### src/rtl/decimal_seq_multiplier.sv
// decimal_seq_multiplier
//   Sequential BCD mantissa multiplier. It processes one multiplier digit per
//   cycle, least significant digit first. It returns the 2*NDIG-digit BCD
//   product and the raw (unbiased) exponent sum. Valid/ready handshakes are
//   used on both sides, and only one operation is in flight at a time.
//
// Ports
//   clk        rising-edge clock
//   rst        synchronous, active-high reset
//   in_valid   E1/E2/M1/M2 valid
//   in_ready   block idle, operands will be accepted
//   E1, E2     operand exponents (EW bits)
//   M1         multiplicand, NDIG BCD digits
//   M2         multiplier, NDIG BCD digits
//   out_valid  result valid, held until out_ready
//   out_ready  downstream accepts result
//   P          product, 2*NDIG BCD digits
//   E_out      E1+E2, EW+1 bits, no bias removal
//   err        a nibble > 9 was present in M1 or M2 at accept
module decimal_seq_multiplier #(
    parameter int NDIG = 7,
    parameter int EW   = 8
) (
    input  logic                clk,
    input  logic                rst,
    input  logic                in_valid,
    output logic                in_ready,
    input  logic [EW-1:0]       E1,
    input  logic [EW-1:0]       E2,
    input  logic [4*NDIG-1:0]   M1,
    input  logic [4*NDIG-1:0]   M2,
    output logic                out_valid,
    input  logic                out_ready,
    output logic [8*NDIG-1:0]   P,
    output logic [EW:0]         E_out,
    output logic                err
);

    localparam int MW = 4 * NDIG;        // mantissa width
    localparam int AW = 4 * (NDIG + 1);  // one extra digit for multiples / accumulator
    localparam int CW = (NDIG > 1) ? $clog2(NDIG) : 1;
    localparam logic [CW-1:0] CNT_LAST = CW'(NDIG - 1);

    localparam logic [1:0] S_IDLE = 2'd0;
    localparam logic [1:0] S_PRE  = 2'd1;
    localparam logic [1:0] S_MUL  = 2'd2;
    localparam logic [1:0] S_DONE = 2'd3;

    logic [1:0]    state;
    logic [MW-1:0] m1_r;
    logic [MW-1:0] m2_r;
    logic [AW-1:0] mul2_r;
    logic [AW-1:0] mul4_r;
    logic [AW-1:0] mul5_r;
    logic [AW-1:0] acc;
    logic [MW-1:0] plo;
    logic [CW-1:0] cnt;

    // Digit-wise BCD doubling. Invalid input nibbles produce don't-care output.
    function automatic logic [AW-1:0] bcd_dbl(input logic [AW-1:0] a);
        logic [AW-1:0] r;
        logic          c;
        logic [4:0]    t;
        r = '0;
        c = 1'b0;
        for (int unsigned i = 0; i < NDIG + 1; i++) begin
            t = {a[4*i +: 4], 1'b0} + {4'd0, c};
            if (t > 5'd9) begin
                t = t - 5'd10;
                c = 1'b1;
            end else begin
                c = 1'b0;
            end
            r[4*i +: 4] = t[3:0];
        end
        return r;
    endfunction

    // Ripple BCD addition. The carry out of the top digit is dropped;
    // operand ranges guarantee that it never occurs for valid BCD.
    function automatic logic [AW-1:0] bcd_add(input logic [AW-1:0] a,
                                              input logic [AW-1:0] b);
        logic [AW-1:0] r;
        logic          c;
        logic [4:0]    t;
        r = '0;
        c = 1'b0;
        for (int unsigned i = 0; i < NDIG + 1; i++) begin
            t = {1'b0, a[4*i +: 4]} + {1'b0, b[4*i +: 4]} + {4'd0, c};
            if (t > 5'd9) begin
                t = t + 5'd6;
                c = 1'b1;
            end else begin
                c = 1'b0;
            end
            r[4*i +: 4] = t[3:0];
        end
        return r;
    endfunction

    function automatic logic has_bad_digit(input logic [MW-1:0] m);
        logic bad;
        bad = 1'b0;
        for (int unsigned i = 0; i < NDIG; i++) begin
            if (m[4*i +: 4] > 4'd9) begin
                bad = 1'b1;
            end
        end
        return bad;
    endfunction

    // Multiples of M1 that are registered during PRE.
    logic [AW-1:0] m1x;
    logic [AW-1:0] pre2;
    logic [AW-1:0] pre4;
    logic [AW-1:0] pre5;

    always_comb begin
        m1x  = {4'h0, m1_r};
        pre2 = bcd_dbl(m1x);
        pre4 = bcd_dbl(pre2);
        pre5 = bcd_add(pre4, m1x);
    end

    // Partial-product step. m2_r is shifted right each MUL cycle, so its
    // low nibble is always digit cnt of the original M2.
    logic [3:0]    dig;
    logic [AW-1:0] opx;
    logic [AW-1:0] opy;
    logic [AW-1:0] s;

    always_comb begin
        dig = m2_r[3:0];
        opx = '0;
        opy = '0;
        case (dig)
            4'd1: opx = m1x;
            4'd2: opx = mul2_r;
            4'd3: begin opx = m1x;    opy = mul2_r; end
            4'd4: opx = mul4_r;
            4'd5: opx = mul5_r;
            4'd6: begin opx = mul2_r; opy = mul4_r; end
            4'd7: begin opx = mul2_r; opy = mul5_r; end
            4'd8: begin opx = mul4_r; opy = mul4_r; end
            4'd9: begin opx = mul4_r; opy = mul5_r; end
            default: begin opx = '0;  opy = '0;     end
        endcase
        s = bcd_add(bcd_add(acc, opx), opy);
    end

    always_ff @(posedge clk) begin
        if (rst) begin
            state     <= S_IDLE;
            in_ready  <= 1'b1;
            out_valid <= 1'b0;
            P         <= '0;
            E_out     <= '0;
            err       <= 1'b0;
            m1_r      <= '0;
            m2_r      <= '0;
            mul2_r    <= '0;
            mul4_r    <= '0;
            mul5_r    <= '0;
            acc       <= '0;
            plo       <= '0;
            cnt       <= '0;
        end else begin
            case (state)
                S_IDLE: begin
                    if (in_valid) begin
                        m1_r     <= M1;
                        m2_r     <= M2;
                        E_out    <= {1'b0, E1} + {1'b0, E2};
                        err      <= has_bad_digit(M1) | has_bad_digit(M2);
                        acc      <= '0;
                        plo      <= '0;
                        cnt      <= '0;
                        in_ready <= 1'b0;
                        state    <= S_PRE;
                    end
                end
                S_PRE: begin
                    mul2_r <= pre2;
                    mul4_r <= pre4;
                    mul5_r <= pre5;
                    state  <= S_MUL;
                end
                S_MUL: begin
                    plo  <= {s[3:0], plo[MW-1:4]};
                    acc  <= {4'h0, s[AW-1:4]};
                    m2_r <= m2_r >> 4;
                    cnt  <= cnt + 1'b1;
                    if (cnt == CNT_LAST) begin
                        state <= S_DONE;
                    end
                end
                S_DONE: begin
                    // The first DONE cycle loads P from the finished accumulator.
                    // out_valid then holds until the handshake completes.
                    if (!out_valid) begin
                        out_valid <= 1'b1;
                        P         <= {acc[MW-1:0], plo};
                    end else if (out_ready) begin
                        out_valid <= 1'b0;
                        in_ready  <= 1'b1;
                        state     <= S_IDLE;
                    end
                end
                default: begin
                    state <= S_IDLE;
                end
            endcase
        end
    end

endmodule
### config.mk
export PLATFORM = sky130hd
export DESIGN_NAME = decimal_seq_multiplier
export DESIGN_NICKNAME = d
export VERILOG_FILES = /design/src/rtl/decimal_seq_multiplier.sv
export SDC_FILE = /design/constraint.sdc
export NUM_CORES = 1
export LEC_CHECK = 0
export CAP_MARGIN = 20
export CORE_ASPECT_RATIO = 0.75
export CORE_UTILIZATION = 55
export DETAILED_ROUTE_END_ITERATION = 10
export PLACE_DENSITY = 0.84
export SYNTH_ARGS = -nofsm -noshare
export SYNTH_HDL_FRONTEND = slang
export SYNTH_SLANG_ARGS = --single-unit
export TNS_END_PERCENT = 5
### constraint.sdc
create_clock -name clk -period 39.6 [get_ports clk]
set_input_delay 7.92 -clock clk [delete_from_list [all_inputs] [get_ports clk]]
set_output_delay 7.92 -clock clk [all_outputs]
set_load 0.005 [all_outputs]
# Word level (Yosys, flattened, before mapping)
# Cells that the tools add are included.
# totals
regBits,285
# classes
n_mux,116
n_addsub,99
bitwise_logic,2
n_lt_le_gt_ge,54
eq_ne,17
reduce_logical,13
# ops
cell,count
"5-bit by 4-bit greater-than comparator with 1-bit output, second input constant",39
5-bit by 1-bit adder with 5-bit output,33
4-bit 2-to-1 mux,40
32-bit case mux with 4 select lines,1
4-bit by 4-bit adder with 5-bit output,23
28-bit case mux with 2 select lines,2
"4-bit by 3-bit adder with 4-bit output, second input constant",24
32-bit case mux with 3 select lines,1
32-bit case mux with 2 select lines,1
1-bit 2-to-1 mux,60
"4-bit subtractor, second input constant",15
"4-bit greater-than comparator, second input constant",14
28-bit 2-to-1 mux,2
32-bit 2-to-1 mux,1
"4-bit by 3-bit == test with 1-bit output, second input constant",4
8-bit by 8-bit adder with 9-bit output,1
"4-bit by 2-bit == test with 1-bit output, second input constant",2
"4-bit == test, second input constant",2
2-bit 2-to-1 mux,4
"2-bit != test, second input constant",4
2-bit case mux with 4 select lines,1
4-bit AND reduction,2
3-bit case mux with 2 select lines,1
2-bit AND reduction,3
16 further kinds,21

# Depth between registers and ports, before layout
# Gate-level depths: netlist (run 1).
# depth
word_depth,32
ltp_mapped,78

# Worst setup path before layout (run 1)
# No wires, ideal clock.
# synth_timing
path_type,register -> register
start,reg m1_r[0]
end,reg mul5_r[29]
period_less_slack_ns,14.753
path_stages_with_launch,57
arrival_time_ns,14.625
slack_ns,24.847
t_required_ns,39.472
setup_ns,0.128
path_cell_list,dfxtp_1 -> clkbuf_1 -> inv_1 -> ha_1 -> o31ai_1 -> nor2_1 -> inv_1 -> ha_1 -> inv_1 -> fa_1 -> ha_1 -> nor2b_1 -> a31oi_1 -> a221oi_1 -> fa_1 -> inv_1 -> fa_1 -> xnor2_1 -> [21 not listed] -> a22oi_1 -> a221o_1 -> fa_1 -> fa_1 -> xnor2_1 -> ha_1 -> a32oi_1 -> a221o_1 -> fa_1 -> fa_1 -> xnor2_1 -> ha_1 -> a32oi_1 -> a221o_1 -> ha_1 -> ha_1 -> mux2i_1 -> nor2_1
# synth_rtl
element,line_no,text
start: declaration,50,logic [MW-1:0] m1_r;
start signal: assignment,159,m1_r <= '0;
start signal: assignment,171,m1_r <= M1;
5-bit by 4-bit greater-than comparator with 1-bit output or 4-bit subtractor (tied branches),"68, 69",
4-bit 2-to-1 mux (*),68,if (t > 5'd9) begin
4-bit subtractor or 5-bit by 4-bit greater-than comparator with 1-bit output (tied branches),"69, 68",
4-bit 2-to-1 mux (*),68,
via pre4[1],115,logic [AW-1:0] pre4;
4-bit by 4-bit adder with 5-bit output (*),89,"t = {1'b0, a[4*i +: 4]} + {1'b0, b[4*i +: 4]} + {4'd0, c};"
5-bit by 4-bit greater-than comparator with 1-bit output (*),90,if (t > 5'd9) begin
1-bit 2-to-1 mux (*),90,
[14 not listed],--,
1-bit 2-to-1 mux (*),90,
5-bit by 1-bit adder with 5-bit output (*),89,
5-bit by 4-bit greater-than comparator with 1-bit output (*),90,
1-bit 2-to-1 mux (*),90,
4-bit by 1-bit adder with 5-bit output (*),89,
4-bit by 3-bit adder with 4-bit output or 5-bit by 4-bit greater-than comparator with 1-bit output (tied branches),"91, 90",
4-bit 2-to-1 mux (*),90,
via pre5[29],116,logic [AW-1:0] pre5;
end signal: assignment,185,mul5_r <= pre5;
end: declaration,54,logic [AW-1:0] mul5_r;
# The timed path passes the listed nets; every way through them passes the cells marked *.
# A chain may end at the register's enable or synchronous reset.

# Final worst setup path (run 1)
# Ends and elaborated chain as after synthesis.

==> results of run 1 <==
## per-stage QoR
stage               hold slack, ns  power [W]  util (%)  instance area, um2
detailed placement           0.446    0.00115      61.8               18900
global placement             0.438    0.00110      61.8               18900
CTS                          0.454    0.00143      65.0               19800
floorplan                    0.432   0.000960         -               17200
finish                       0.451    0.00144      65.2               19900
global route                 0.464    0.00155      65.2               19900
## worst register-to-register path: cells and delay by family, from the launching register on
kind            cells  cell delay, ns
fa+ha+maj          24            8.16
xor+xnor            6            2.10
flops               1            0.64
simple gates        3            0.35
mux                 1            0.17
compound gates     15            4.81
buf+inv             6            0.56
## registers in the layout (all words and copies together) (netlist names), 27 cells and up
signal and flops:
mul5_r 31, mul4_r 27, plo 28, mul2_r 28
acc 28, P 56, m2_r 28, m1_r 28
## Yosys cell counts, types with 10 or more instances
library cell,n,share of area [%]
ha_1,135,9.8
a21oi_1,164,4.8
nand3_1,18,0.52
nor2_1,226,4.9
a311oi_1,10,0.51
a22oi_1,66,2.9
mux2i_1,98,5.7
nor3_1,21,0.61
xor2_1,23,1.2
buf_1,15,0.33
fa_1,42,4.9
nand2_1,273,5.9
xnor2_1,71,3.6
nor2b_1,18,0.65
inv_1,139,3.0
a21o_1,55,2.4
nand2b_1,15,0.54
o21ai_0,52,1.5
and2_1,16,0.58
a222oi_1,54,3.1
a211oi_1,54,2.4
dfxtp_1,271,32
clkbuf_1,99,2.2
## cell type report
type	count	share of cell area, %
Clock inverter	11	0.712
Multi-Input combinational cell	1533	54.7
Tap cell	399	2.51
Sequential cell	271	27.3
Clock buffer	38	4.08
Timing Repair Buffer	161	8.06
Inverter	141	2.66
## routing by layer
layer / track usage [%] / vias up
li1: - / 7382
met1: 34.5 / 7280
met2: 47.9 / 482
met3: 4.21 / 117
met4: 9.98 / 0
met5: 0 / -
## logic make-up (layout without fill, tap and decap cells)
group	after synthesis	after routing
simple gates	624	624
mux	103	103
fa+ha+maj	177	177
xor+xnor	94	94
buf+inv	260	351
compound gates	535	535
flops	271	271
## power groups by stage
stage               registers [W]  clock network [W]  logic [W]
floorplan                0.000362                  0   0.000598
global placement         0.000380                  0   0.000722
detailed placement       0.000383                  0   0.000767
CTS                      0.000378           0.000283   0.000772
global route             0.000387           0.000293   0.000866
finish                   0.000380           0.000278   0.000786
## worst paths after layout
kind,startpoint,to,slack [ns],cells after the start
max reg2reg,m1_r[0],mul5_r[29],22.65,55
min reg2reg,P[8],P[8],0.45,2
min,P[8],P[8],0.45,2
max,m1_r[0],mul5_r[29],22.65,55
==> impl_results.md, run 1 <==
- Core area: 30500 um2
- Met3 wire length: 2580 um
- H-tree levels: 1
- Overall die area: 32000 um2
- Net Count, Synth: 2317
- Root Buffer: clkbuf_16
- Uppermost layer routed: met4
- Worst min-delay path class: flip-flop to flip-flop
- Place WS: 22.96 ns
- Leak pwr: 8.41 nW
- Fin crit period: 16.95 ns
- # fillers: 2543
- Cts bufs inserted: 29
- Register area share after synthesis: 31.5%
- Slowest stage cell, crit path: a221oi_1
- Pint: 0.000800 W
- Ant. Diodes: 0
- Critical setup path kind: flip-flop to flip-flop
- Routed wl met2: 21400 um
- Hold_buf cts: 0
- CTS Sinks: 271
- Synth Flop Type: dfxtp_1
- Drt drc: 10
- CTS tree: done
- Sequential Area: 5430 um2
- First-pass GRT wire length: 73400 um
- Die W: 206 um
- Worst Path Arrival: 17.36 ns
- Slew headroom: 27.7%
- Cell variety after synth: 79
- Worst path max stage delay: 0.76 ns
- Antenna-violating nets left: 0
- Clk pwr share: 19.3%
- Hold Fails Final Rpt: 0
- Max Cap Viol: 0
- Mapped Area: 17200 um2
- Sequential power share: 26.3%
- Mean Syn Cell Area: 8.34 um2
- CP required: 40.01 ns
- Pre-antenna DRT Iters: 11
- Clock Skews: 0.0181 ns
- Adder-cell share of the synthesized area: 14.7%
- Most common cell after layout, fill and taps aside: nand2_1
- Synth warnings: 0
- Layout cells sized above 1: 4.69%
- Comb power frac: 54.4%
- Clock tree buffer depth: 3
- Crit path top cell by count: fa_1
- Synth Area in Compound Gates: 21.8%
- Net Sw Frac: 44.6%
- Postcts setup bufs: 0
- Num ports: 144
- Count of final setup violators: 0
- Port bufs: 143
- Crit. End Element: flip-flop
- Most frequent cells in the layout: 273 x nand2_1, 271 x dfxtp_1, 226 x nor2_1
- Initial Util: 56.5%
- Fmax achieved: 59.0 MHz
- DR vias/cell: 5.98
- Mux cell area share after synthesis: 6.02%
- Total Routed Length: 44100 um
- Setup tns final: 0 ns
- Number of flops mapped to enable cells by yosys: 0
- Footprint of the multi-input gates: 10900 um2
- Clock transition at path regs: 0.06 ns
- CP delay by family, top: adder cells
- Resize count post-CTS: 0
- P_sw: 0.000643 W
- Placer Congestion: 0.938
- Post-Synth Simple-Gate Area: 15.5%
- Placed cells: 2501
- Fin nets: 2390
- Crit Path Max Fanout: 15
- Peak VDD IR: 0.0000681 V
- Failing checks: design-rule violations
- RSZ-0062 raised after global routing: no
- Largest net degree at the start of global routing: 157
- CP Buf/Inv Count: 6
- Grt ovf: 0
- Dpl hpwl: 31300 um
- Final period util: 42.8%
- Worst setup SP type: flip-flop
- Slew @ Worst Pin: 1.08 ns
- Starting DRT DRC Count: 1444
- Vias: 15300
- Final slew viol count: 0
- Row cnt: 55
- Die Y: 155 um
- Met1 Wirelength: 18700 um
- Cell count after synthesis: 2064
- Area Growth Syn to Fin: 15.3%
- #FFs+latches synth: 271
- Initial antenna violation count: 0
- Post-route insts no fill: 2554
- Largest family of logic cells by synthesized area: compound AO/OA/AOI/OAI gates
- Cell Pwr Density: 72.7 nW/um2
- Fraction of registers with async set/reset: 0%
- Final WS setup: 22.65 ns
- Outcome: finished with violations
- Gr usage total: 27.6%
- Post-Synth XOR/XNOR Area: 4.78%
- Avg WL per Cell: 17.2 um
- Vias in the first global route: 15200
- Clk Latency, worst-skew pair: 0.58 ns
(Power assumes the default switching activity.)
==> inputs of run 2 (changes only) <==
--- a/config.mk
+++ b/config.mk
@@ -7,9 +7,9 @@
 export LEC_CHECK = 0
 export CAP_MARGIN = 20
 export CORE_ASPECT_RATIO = 0.75
-export CORE_UTILIZATION = 55
+export CORE_UTILIZATION = 54
 export DETAILED_ROUTE_END_ITERATION = 10
-export PLACE_DENSITY = 0.84
+export PLACE_DENSITY = 0.86
 export SYNTH_ARGS = -nofsm -noshare
 export SYNTH_HDL_FRONTEND = slang
 export SYNTH_SLANG_ARGS = --single-unit
==> constraint.sdc (replaced) <==
create_clock -name clk -period 14.9 [get_ports clk]
set_input_delay 2.98 -clock clk [delete_from_list [all_inputs] [get_ports clk]]
set_output_delay 2.98 -clock clk [all_outputs]
set_load 0.005 [all_outputs]
==> run 2 against run 1 <==
  * The run still ends with design-rule violations left
  * Global-route usage grew 0.34 points
  * Non-clock buffer count grew 15
  * Critical path depth grew 16
  * Total power grew to 2.7 times the previous value
  * First-iteration DRC count grew 41%
  * Setup slack lost 22 ns
  * Hold slack gained 0.00063 ns
  * Critical path type unchanged
  * Highest routed layer unchanged
==> impl_results.md, run 2 (synthesis results as in run 1) <==
- Outcome: finished with violations
- Failing checks: design-rule violations
- Worst min-delay path class: flip-flop to flip-flop
- Critical setup path kind: flip-flop to flip-flop
- Drt drc: 13 (+3)
- Core area: 31300 um2 (+2.7%)
- Grt ovf: 0 (unchanged)
- Clock transition at path regs: 0.06 ns (about the same)
- Slew headroom: 27.5% (-0.27 points)
- H-tree levels: 1 (unchanged)
- Leak pwr: 8.55 nW (+1.6%)
- Flop-to-flop setup slack: 0.53 ns (-22.12 ns)
- CTS tree: done
- Post-route insts no fill: 2576 (+0.86%)
- CP delay by family, top: adder cells
- Fin crit period: 14.37 ns (-2.58 ns)
- Most frequent cells in the layout: 273 x nand2_1, 269 x dfxtp_1, 224 x nor2_1
- Most common cell after layout, fill and taps aside: nand2_1
- Gr usage total: 27.9% (+0.34 points)
- Placed cells: 2518 (+0.68%)
- Peak VDD IR: 0.000119 V (+75%)
- Largest Register: P
- Place WS: -0.247 ns (-23.21 ns)
- Levels on crit path: 71 (+29%)
- Clock tree buffer depth: 3 (unchanged)
- FF-to-FF Start: m2_r[0]
- Final core utilization: 64.6% (-0.58 points)
- Num ports: 144 (unchanged)
- Worst Path Arrival: 14.79 ns (-2.57 ns)
- DR vias/cell: 6.06 (+1.4%)
- Setup tns final: 0 ns (unchanged)
- Row cnt: 56 (+1.8%)
- Final period util: 96.4% (+54 points)
- Crit Path Max Fanout: 9 (-6)
- First-pass GRT wire length: 75100 um (+2.4%)
- Placer Congestion: 0.928 (-1.0%)
- Hold Fails Final Rpt: 0 (unchanged)
- Largest net degree at the start of global routing: 189 (+20%)
- Overall die area: 32600 um2 (+1.8%)
- Max FFs per register: 56 (unchanged)
- Slew @ Worst Pin: 1.09 ns (+0.00408 ns)
- Final WS setup: 0.530 ns (-22.12 ns)
- Final slew viol count: 0 (unchanged)
- Largest regs: P x56, mul5_r x31
- CP required: 15.32 ns (-24.69 ns)
- Setup crit end: acc[26]
- Port bufs: 143 (unchanged)
- Initial Util: 55.0% (-1.5 points)
- Root Buffer: clkbuf_16
- RR Endpoint: acc[26]
- Avg WL per Cell: 18.3 um (+5.8%)
- Area Growth Syn to Fin: 17.4%
- Clock Skews: 0.0234 ns (+0.00528 ns)
- Die W: 208 um (+0.91%)
- Worst Setup SP: m2_r[0]
- # fillers: 2479 (-2.5%)
- Vias: 15600 (+2.3%)
- Vias in the first global route: 14800 (-2.5%)
- Fin nets: 2404 (+0.59%)
- Total Routed Length: 47000 um (+6.7%)
- Footprint of the multi-input gates: 11100 um2 (+2.4%)
- Count of final setup violators: 0 (unchanged)
- Worst setup SP type: flip-flop
- Sequential Area: 5430 um2 (about the same)
- Initial antenna violation count: 0 (unchanged)
- Layout cells sized above 1: 7.33% (+2.6 points)
- R2r worst-path depth: 71 (+29%)
- Crit path top cell by count: inv_1
- Fmax achieved: 69.6 MHz (+18%)
- Cts bufs inserted: 28 (-3.4%)
- CP Buf/Inv Count: 17 (+11)
- Max Cap Viol: 0 (unchanged)
- Dpl hpwl: 33200 um (+6.1%)
- Pre-antenna DRT Iters: 11 (unchanged)
- Hold_buf cts: 0 (unchanged)
- Final instance area: 20200 um2 (+1.8%)
- Post-DP Area: 18900 um2 (+0.44%)
- Cell Pwr Density: 194 nW/um2 (+170%)
- Slowest stage cell, crit path: dfxtp_1
- Starting DRT DRC Count: 2035 (+41%)
- CTS Sinks: 271 (unchanged)
- Crit. End Element: flip-flop
- Die Y: 157 um (+0.91%)
- Worst path max stage delay: 0.50 ns (-0.26 ns)
- Ant. Diodes: 0 (unchanged)
- Antenna-violating nets left: 0 (unchanged)
- Clk Latency, worst-skew pair: 0.55 ns (-0.03 ns)
[run 2: changes by cell type in the layout (fill, tap and decap cells not counted), sizes merged]
cell | previous run | this run
buf | 17 | 31
clkinvlp | 3 | 1
clkbuf | 40 | 43
clkinv | 5 | 7
bufinv | 3 | 2
inv | 141 | 140
[run 2: final cells by class]
type | count | share of cell area, %
multi-input cells | 1533 | 55.0
inverters | 141 | 2.62
clock inverters | 9 | 0.538
well taps | 406 | 2.51
flip-flops and latches | 271 | 26.8
repair buffers | 176 | 8.54
clock buffers | 40 | 3.98
[run 2: worst min-delay path by stage]
stage	start	to	cells past startpoint
final	P[18]	P[18]	2
after global placement	plo[3]	P[3]	2
after global routing	P[0]	P[0]	2
after CTS	P[18]	P[18]	2
after detailed placement	P[18]	P[18]	2
after floorplan	plo[0]	P[0]	2
[run 2: power breakdown]
| group | total (W) | internal, W | switching (W) |
|---|---|---|---|
| clock network | 0.000703 | 0.000409 | 0.000294 |
| logic | 0.00221 | 0.000894 | 0.00131 |
| registers | 0.00102 | 0.000868 | 0.000153 |
| total | 0.00393 | 0.00217 | 0.00176 |
[run 2: metrics by stage]
| step | hold WS (ns) | power, W |
|---|---|---|
| after floorplan | 0.432 | 0.00255 |
| after global placement | 0.442 | 0.00294 |
| after detailed placement | 0.446 | 0.00306 |
| after CTS | 0.454 | 0.00381 |
| after global routing | 0.468 | 0.00420 |
| final | 0.452 | 0.00393 |
[run 2: timing repair]
item / CTS / global route
buffers inserted: 0 / 5
gates resized for setup: 12 / 46
endpoints found under the hold margin: 0 / 0
cloned: 0 / 1
pin swaps: 0 / 11
endpoints found under the setup margin: 9 / 9
[run 2: tightest hold or removal path, cell delays in order, from the launching register on]
cell	delay, ns
dfxtp_1	0.31
nand2_1	0.05
a21oi_1	0.05
[run 2: layer usage]
layer	vias up	GRT usage, %	routed length [um]	part of all wire, %
li1	7412	-	-	-
met1	7446	37.9	20800	44
met2	665	46.4	21500	46
met3	92	3.55	3570	7.6
met4	0	8.47	1180	2.5
met5	-	0	0	0
